### src/rtl/status_irq_sequencer.sv
// rtl/status_irq_sequencer.sv - sticky status word to MCU IRQ with W1C clear sequencing
// Optional build macro STATUS_IRQ_COALESCE_EN adds an IDLE coalescing window (COALESCE_CYC).
module status_irq_sequencer #(
  parameter int STATUS_W    = 14,
  parameter int PULSE_W_CYC = 16,
  parameter int HOLDOFF_CYC = 4,
  parameter int CNT_W       = 8
`ifdef STATUS_IRQ_COALESCE_EN
  , parameter int COALESCE_CYC = 32
`endif
) (
  input  logic                HF_CLK,
  input  logic                RST_sync,
  input  logic [STATUS_W-1:0] status,
  input  logic [STATUS_W-1:0] irq_en_mask,
  input  logic                irq_mode,
  input  logic                clr_req,
  input  logic [STATUS_W-1:0] clr_data,
  output logic                status_clr_pulse,
  output logic [STATUS_W-1:0] status_clr_mask,
  output logic                irq,
  output logic [STATUS_W-1:0] irq_src,
  output logic                busy
);

  // Bit 13 (ENSAMP) is a level indicator and is stripped from events and clears.
  localparam logic [STATUS_W-1:0] EVT_MASK    = ~(STATUS_W'(1) << 13);
  localparam logic [CNT_W-1:0]    CNT_ONE     = CNT_W'(1);
  localparam logic [CNT_W-1:0]    CNT_PULSE   = CNT_W'(PULSE_W_CYC);
  localparam logic [CNT_W-1:0]    CNT_HOLDOFF = CNT_W'(HOLDOFF_CYC);
`ifdef STATUS_IRQ_COALESCE_EN
  // FIFO overflow/underflow must not wait for the coalescing window.
  localparam logic [STATUS_W-1:0] BYPASS_MASK = (STATUS_W'(1) << 9) | (STATUS_W'(1) << 10);
  localparam logic [CNT_W-1:0]    CNT_WINDOW  = CNT_W'(COALESCE_CYC);
`endif

  typedef enum logic [2:0] {
    S_IDLE     = 3'd0,
    S_ASSERT   = 3'd1,
    S_WAIT_ACK = 3'd2,
    S_HOLDOFF  = 3'd3
`ifdef STATUS_IRQ_COALESCE_EN
    , S_WINDOW = 3'd4
`endif
  } state_t;

  state_t              state_q, state_d;
  logic [CNT_W-1:0]    cnt_q, cnt_d;
  logic [STATUS_W-1:0] clr_q, clr_d;
  logic [STATUS_W-1:0] pend_prev_q;
  logic                mode_q, mode_d;
  logic                irq_q, irq_d;
  logic [STATUS_W-1:0] irq_src_q, irq_src_d;
  logic                clr_pulse_q, clr_pulse_d;
  logic [STATUS_W-1:0] clr_mask_q, clr_mask_d;
  logic                busy_q, busy_d;

  logic [STATUS_W-1:0] pending;
  logic [STATUS_W-1:0] rise;
  logic                new_evt;
  logic                issue;
  logic                take;

  // Clear queue, event detection and next-state/output decode.
  always_comb begin
    pending = status & irq_en_mask & EVT_MASK;
    rise    = pending & ~pend_prev_q;
    new_evt = |rise;
    // Pulses are spaced by at least one idle cycle so the monitor sees distinct strobes.
    issue   = (clr_q != '0) && !clr_pulse_q;
    clr_d   = (issue ? '0 : clr_q) | (clr_req ? (clr_data & EVT_MASK) : '0);

    state_d   = state_q;
    cnt_d     = cnt_q;
    mode_d    = mode_q;
    irq_src_d = irq_src_q;
    take      = 1'b0;

    if (issue) begin
      // A clear always restarts the settle holdoff, whatever the FSM was doing.
      state_d = S_HOLDOFF;
      cnt_d   = CNT_HOLDOFF;
    end else begin
      case (state_q)
        S_IDLE: begin
          if (new_evt || (!irq_mode && (|pending))) begin
`ifdef STATUS_IRQ_COALESCE_EN
            if (|(rise & BYPASS_MASK)) begin
              take = 1'b1;
            end else begin
              state_d = S_WINDOW;
              cnt_d   = CNT_WINDOW;
            end
`else
            take = 1'b1;
`endif
          end
        end
        S_ASSERT: begin
          // Level mode holds here until a clear pulse arrives.
          if (mode_q) begin
            if (cnt_q > CNT_ONE) begin
              cnt_d = cnt_q - CNT_ONE;
            end else begin
              state_d = S_WAIT_ACK;
              cnt_d   = '0;
            end
          end
        end
        S_WAIT_ACK: begin
          state_d = S_WAIT_ACK;
        end
        S_HOLDOFF: begin
          if (cnt_q > CNT_ONE) begin
            cnt_d = cnt_q - CNT_ONE;
          end else if (|pending) begin
            take = 1'b1;
          end else begin
            state_d = S_IDLE;
            cnt_d   = '0;
          end
        end
`ifdef STATUS_IRQ_COALESCE_EN
        S_WINDOW: begin
          if (|(rise & BYPASS_MASK)) begin
            take = 1'b1;
          end else if (cnt_q > CNT_ONE) begin
            cnt_d = cnt_q - CNT_ONE;
          end else if (|pending) begin
            take = 1'b1;
          end else begin
            state_d = S_IDLE;
            cnt_d   = '0;
          end
        end
`endif
        default: begin
          state_d = S_IDLE;
          cnt_d   = '0;
        end
      endcase
    end

    // Entering ASSERT snapshots the pending bits and latches the IRQ mode.
    if (take) begin
      state_d   = S_ASSERT;
      cnt_d     = CNT_PULSE;
      mode_d    = irq_mode;
      irq_src_d = pending;
    end

    irq_d       = (state_d == S_ASSERT);
    clr_pulse_d = issue;
    clr_mask_d  = issue ? clr_q : '0;
    busy_d      = (clr_d != '0) || (state_d == S_HOLDOFF);
  end

  // State, queue and registered outputs with synchronous reset.
  always_ff @(posedge HF_CLK) begin
    if (RST_sync) begin
      state_q     <= S_IDLE;
      cnt_q       <= '0;
      clr_q       <= '0;
      pend_prev_q <= '0;
      mode_q      <= 1'b0;
      irq_q       <= 1'b0;
      irq_src_q   <= '0;
      clr_pulse_q <= 1'b0;
      clr_mask_q  <= '0;
      busy_q      <= 1'b0;
    end else begin
      state_q     <= state_d;
      cnt_q       <= cnt_d;
      clr_q       <= clr_d;
      pend_prev_q <= pending;
      mode_q      <= mode_d;
      irq_q       <= irq_d;
      irq_src_q   <= irq_src_d;
      clr_pulse_q <= clr_pulse_d;
      clr_mask_q  <= clr_mask_d;
      busy_q      <= busy_d;
    end
  end

  assign status_clr_pulse = clr_pulse_q;
  assign status_clr_mask  = clr_mask_q;
  assign irq              = irq_q;
  assign irq_src          = irq_src_q;
  assign busy             = busy_q;

endmodule

### config.mk
export PLATFORM = sky130hd
export DESIGN_NAME = status_irq_sequencer
export DESIGN_NICKNAME = d
export VERILOG_FILES = /design/src/rtl/status_irq_sequencer.sv
export SDC_FILE = /design/constraint.sdc
export NUM_CORES = 1
export LEC_CHECK = 0
export CAP_MARGIN = 10
export CORE_MARGIN = 10
export CORE_UTILIZATION = 35
export DETAILED_ROUTE_END_ITERATION = 12
export GPL_TIMING_DRIVEN = 1
export PLACE_DENSITY_LB_ADDON = 0.3
export SLEW_MARGIN = 20
export SYNTH_ARGS = -nofsm -noshare
export SYNTH_HDL_FRONTEND = slang
export SYNTH_SLANG_ARGS = --single-unit
### constraint.sdc
create_clock -name HF_CLK -period 2.2 [get_ports HF_CLK]
set_clock_uncertainty 0.1 [all_clocks]
set_input_delay 0.22 -clock HF_CLK [delete_from_list [all_inputs] [get_ports HF_CLK]]
set_output_delay 0.22 -clock HF_CLK [all_outputs]
set_load 0.05 [all_outputs]
# ---- Yosys cells after proc, flatten, opt, wreduce, memory -nomap -nowiden
# Index checks and enable logic that the tools add are counted.
dict set report totals {
  regBits 70
  latchBits 0
  ram_bits 0
  mem_bits_ro 0
  in_bits 46
  elab_cells 73
  memories 0
}
dict set report op_classes {
  n_addsub 1
  multipliers 0
  div_mod_pow 0
  order_cmp 1
  eq_ne 13
  shift 0
  mux 21
  n_bitwise 6
  n_reduce_logical 18
}
# cell count
set op_table {}
lappend op_table {{8-bit 2-to-1 mux} 4}
lappend op_table {{14-bit nonzero test} 2}
lappend op_table {{8-bit case mux with 3 select lines} 1}
lappend op_table {{3-bit 2-to-1 mux} 6}
lappend op_table {{13-bit by 14-bit bitwise AND with 14-bit output} 1}
lappend op_table {{14-bit 2-to-1 mux} 1}
lappend op_table {{14-bit inverter} 1}
lappend op_table {{14-bit by 13-bit OR with 14-bit output} 1}
lappend op_table {{14-bit OR reduction} 1}
lappend op_table {{13-bit bitwise AND} 1}
lappend op_table {{13-bit 2-to-1 mux} 1}
lappend op_table {{13-bit OR reduction} 1}
lappend op_table {{3-bit case mux with 4 select lines} 1}
lappend op_table {{5-bit 2-to-1 mux} 2}
lappend op_table {{3-bit by 2-bit equality test with 1-bit output, second input constant} 3}
lappend op_table {{3-bit AND reduction} 3}
lappend op_table {{8-bit by 1-bit > comparator with 1-bit output, second input constant} 1}
lappend op_table {{4-bit != test, second input constant} 2}
lappend op_table {{8-bit by 1-bit subtractor with 8-bit output, second input constant} 1}
lappend op_table {{3-bit by 1-bit equality test with 1-bit output, second input constant} 2}
lappend op_table {{3-bit != test, second input constant} 2}
lappend op_table {{2-bit OR reduction} 3}
lappend op_table {{5-bit != test, second input constant} 1}
lappend op_table {{1-bit 2-to-1 mux} 4}
lappend op_table {{10 further kinds} 14}

# ---- Longest topological paths before layout
dict set report logic_depth {
  depth_word 10
  ltp_mapped 10
}

# ---- Least setup slack after synthesis
# No wires, ideal clock.
dict set report synth_path {
  path_kind {reg2reg}
  start {register cnt_q[4]}
  end {register cnt_q[7]}
  setup_ns 0.121
  arrival_time_ns 2.010
  slack_ns -0.031
  stages_incl_launch_ff 8
  path_buffers 0
  synth_period_minus_slack_ns 2.231
  cell_sequence {dfxtp_1 > or4_4 > nor4_4 > o311ai_1 > a21oi_2 > nor3_1 > xnor2_1 > nor2_1}
}
dict set report synth_between {
  elab_chain_len 5
  word_cells_on_any_way 12
  cone_classes {1 x add/sub; 1 x order compare; 1 x eq/ne; 7 x mux; 2 x reduce/logical}
}
# element line
set synth_lines {}
lappend synth_lines {{start, declared} 48} ;# logic [CNT_W-1:0] cnt_q, cnt_d;
lappend synth_lines {{start signal, assigned} 173} ;# cnt_q <= cnt_d;
lappend synth_lines {{8-bit by 1-bit > comparator with 1-bit output} {102, 114}}
lappend synth_lines {{1-bit 2-to-1 mux} 114} ;# if (cnt_q > CNT_ONE) begin
lappend synth_lines {{1-bit case mux with 2 select lines} 84} ;# case (state_q)
lappend synth_lines {{1-bit 2-to-1 mux} 79} ;# if (issue) begin
lappend synth_lines {{3-bit OR reduction (no line)} --}
# Several ways; a longest one is shown, not always the timed one. The select of a mux whose other input is x is not followed.
# A chain may end at the register's enable or synchronous reset.

# ---- Final worst setup path
dict set report layout_path {
  start {register cnt_q[4]}
  end {register cnt_q[4]}
}
dict set report layout_between {
  elab_chain_len 6
  word_cells_on_any_way 15
  cone_classes {1 x add/sub; 1 x order compare; 3 x eq/ne; 9 x mux; 1 x reduce/logical}
}
# element line
set layout_lines {}
lappend layout_lines {{8-bit by 1-bit > comparator with 1-bit output or 8-bit by 1-bit subtractor with 8-bit output (tied branches)} --}
lappend layout_lines {{1-bit 2-to-1 mux or 8-bit 2-to-1 mux (tied branches)} {114, 102}}
lappend layout_lines {{1-bit case mux with 2 select lines or 8-bit 2-to-1 mux (tied branches)} {84, 101}}
lappend layout_lines {{1-bit 2-to-1 mux or 8-bit case mux with 3 select lines (tied branches)} {79, 84}}
lappend layout_lines {{5-bit != test (no line) (tied with other cells)} --}
lappend layout_lines {{3-bit AND reduction (no line) or 5-bit 2-to-1 mux (tied branches)} --}
# Several ways; a longest one is shown, not always the timed one. The select of a mux whose other input is x is not followed.

==> reports/metrics.yaml <==
finish.utilization_pct: 53.0
drive_gt1_share_pct: 17.4
cp_cell_sequence: "or4_4 > nor4_4 > o311ai_2 > buf_4 > a311o_1 > a311oi_1"
synth_top_family_by_area: "simple AND/OR/NAND/NOR gates"
synth_edf_count: 0
antenna_found_initial: 0
synthCells: 288
min_period_ps: 2280
synth-xor-area-share_pct: 1.34
combPwrFrac_pct: 20.1
use_met2_pct: 20.5
seq_power_share_pct: 47.0
synth_ff_type: "dfxtp_1"
synth.area.top_cells: "dfxtp_1, nor2_1, nand2_1"
cp_max_fo: 4
holdPathStages: 2
busiest_layer: "met2"
core_area_um2: 7250
crit-reg2reg-launch: "cnt_q[4]"
final_area_um2: 3850
numCtsBuffers: 9
cts_tree: "done"
ys_seq_elements: 69
path_buf_inv: 1
internal_power_mw: 2.09
grtUsageMet3_pct: 4.05
drtAntennaViolNets: 0
r2r_cells: 6
viasPerCell: 4.71
power_density_nw_per_um2: 749
multi_input_area_um2: 1200
synthTopCellsByCount: "dfxtp_1, nor2_1, nand2_1"
cp_slowest_cell: "or4_4"
fillers: 718
drc: 0
die_w_um: 106
yosysTopAreaCellShare_pct: 52.9
finalSetupViolCount: 11
leakage_nw: 1.46
seq_area_frac_synth_pct: 52.9
yosysMostFrequentCell: "dfxtp_1"
p_clk_share_pct: 32.9
crit_path_start_kind: "register"
grt_max_degree: 31
clkSinkCount: 69
cp_slowest_stage_delay_ps: 550
globalplace.congestion: 0.802
synth_compound_area_share_pct: 14.1
finalCritPeriodShare_pct: 103
port_buffers: 72
clkTransAtPathRegs_ps: 60
r2r-end: "cnt_q[4]"
synth-adder-area-share_pct: 0.959
ff2ff_setup_slack_ps: -80
yosysTopAreaCell: "dfxtp_1"
layout.cells.non_filler: 490
firstDrtPassIters: 4
grt_pass1_wl_um: 11100
place_area_um2: 3580
start_util_pct: 36.0
crit_type: "reg2reg"
rsz0062_at_grt: "yes"
num_rows: 31
drt_iter0_drc: 69
cap_violations: 0
avgSynthCellArea_um2: 9.06
clockBufferDepth: 2
wirelength_um: 6670
dp.cells: 470
nets: 435
p_sw_share_pct: 27.3
clk_latency_ps: 330
peakVddDrop_v: 0.000380
syn-cell-area_um2: 2610
wl_per_cell_um: 13.6
violations: "negative setup slack"
cts_root_buf: "clkbuf_8"
regArea_um2: 1380
io_pins: 77
grt_usage_pct: 11.8
relSlewSlack_pct: 49.3
dp_hpwl_um: 5110
cpLargestDelayFamily: "simple AND/OR/NAND/NOR gates"
crit_required_ps: 2320
final.setup.worst_slack_ps: -75.8
synth_mux_area_share_pct: 0.384
fmax_ghz: 0.439
grt_pass1_vias: 2371
end_kind: "register"
maxSlewViolCount: 0
p_sw_uw: 786
hp-class: "in2reg"
dieArea_um2: 11300
worstMarginPinSlew_ps: 757
hold_viol: 0
ys_warn_count: 0
ys_async_sr_fraction_pct: 0
cp.arrival_ps: 2400
yosys.area_share.simple_pct: 27.1
worstHoldStart: "RST_sync"
status: "finished with violations"
antenna-diode-count: 0
cts_hold_buf: 0
htree_levels: 3
grt-ovfl-total: 0
holdPathEnd: "pend_prev_q[11]"
synthDistinctLibCells: 43
vias: 2308
die_y_um: 106
grtUsageMet1_pct: 13.2
area_growth_pct: 47.4
## layer usage
layer / share of wire, % / vias up
met1: 44 / 1073
met4: 1.2 / 0
met3: 4.7 / 6
met2: 50 / 32
li1: - / 1197
met5: 0 / -
## power by group through the flow
stage	logic (mW)	registers, mW	clock network (mW)
6_report	0.579	1.35	0.948
5_1_grt	0.627	1.36	1.04
4_1_cts	0.567	1.35	0.978
3_5_place_dp	0.543	1.38	0
3_3_place_gp	0.536	1.38	0
2_1_floorplan	0.244	1.44	0
## cell families after synthesis
family / count (synthesis)
buf+inv: 18
simple gates: 138
flops: 69
mux: 1
other cells: 1
fa+ha+maj: 2
compound gates: 55
xor+xnor: 4
## worst max-delay path by stage
stage,cells after the start,to,from
2_1_floorplan,7,cnt_q[7],cnt_q[4]
3_3_place_gp,7,cnt_q[1],status[6]
3_5_place_dp,7,cnt_q[0],status[6]
4_1_cts,6,cnt_q[4],cnt_q[4]
5_1_grt,8,irq_src[10],cnt_q[4]
6_report,6,cnt_q[4],cnt_q[4]
## cells in the final DEF, fill, tap and decap left out, types with 2 or more instances in the layout
| master | synthesis | final |
|---|---|---|
| o22ai_1 | 6 | 6 |
| nand4_1 | 4 | 4 |
| nand2_1 | 32 | 32 |
| a21oi_2 | 1 | 4 |
| or2_2 | 8 | 8 |
| nand3_1 | 3 | 3 |
| o21ai_2 | 1 | 2 |
| or3b_2 | 2 | 2 |
| a31oi_1 | 3 | 3 |
| clkbuf_8 | 0 | 9 |
| buf_4 | 1 | 26 |
| nor4_1 | 7 | 7 |
| dfxtp_1 | 69 | 68 |
| a311oi_1 | 2 | 2 |
| inv_1 | 5 | 5 |
| a311o_1 | 2 | 2 |
| nand3b_1 | 2 | 2 |
| nor3_2 | 0 | 2 |
| nor3_1 | 7 | 5 |
| nor2_1 | 41 | 41 |
| nor2b_1 | 2 | 2 |
| or2_0 | 5 | 5 |
| conb_1 | 1 | 2 |
| nand4b_1 | 2 | 2 |
| a21oi_1 | 18 | 15 |
| ha_1 | 2 | 2 |
| clkdlybuf4s50_1 | 0 | 71 |
| nand2b_1 | 2 | 2 |
| clkinv_2 | 0 | 3 |
| and2_1 | 15 | 15 |
| xnor2_1 | 4 | 4 |
| a22oi_1 | 15 | 15 |
## state kept, by name, summed over array words and instances (netlist names)
register,count
pend_prev_q,13
status_clr_mask,14
cnt_q,8
irq,1
mode_q,1
busy,1
irq_src,13
clr_q,14
state_q,3
status_clr_pulse,1
## repair_timing
action	CTS	global route
setup endpoints to repair	20	26
pin swaps	0	1
gates resized for setup	4	7
buffers inserted	4	1
## stage by stage
| step | hold WS (ps) | total power [mW] | setup WS (ps) | setup TNS, ps |
|---|---|---|---|---|
| 6_report | 192 | 2.88 | -75.8 | -612 |
| 5_1_grt | 203 | 3.03 | -218 | -3100 |
| 4_1_cts | 177 | 2.90 | -123 | -1300 |
| 3_5_place_dp | 343 | 1.92 | -277 | -3520 |
| 3_3_place_gp | 333 | 1.91 | -185 | -2620 |
| 2_1_floorplan | 264 | 1.69 | 26.0 | 0 |
## area by class of cell
| class | count | share of cell area [%] |
|---|---|---|
| well taps | 99 | 3.22 |
| inverters | 5 | 0.488 |
| repair buffers | 100 | 24.5 |
| clock inverters | 5 | 1.37 |
| flip-flops and latches | 69 | 35.9 |
| clock buffers | 10 | 3.32 |
| multi-input cells | 202 | 31.2 |
Power figures use the tool's default switching activity.
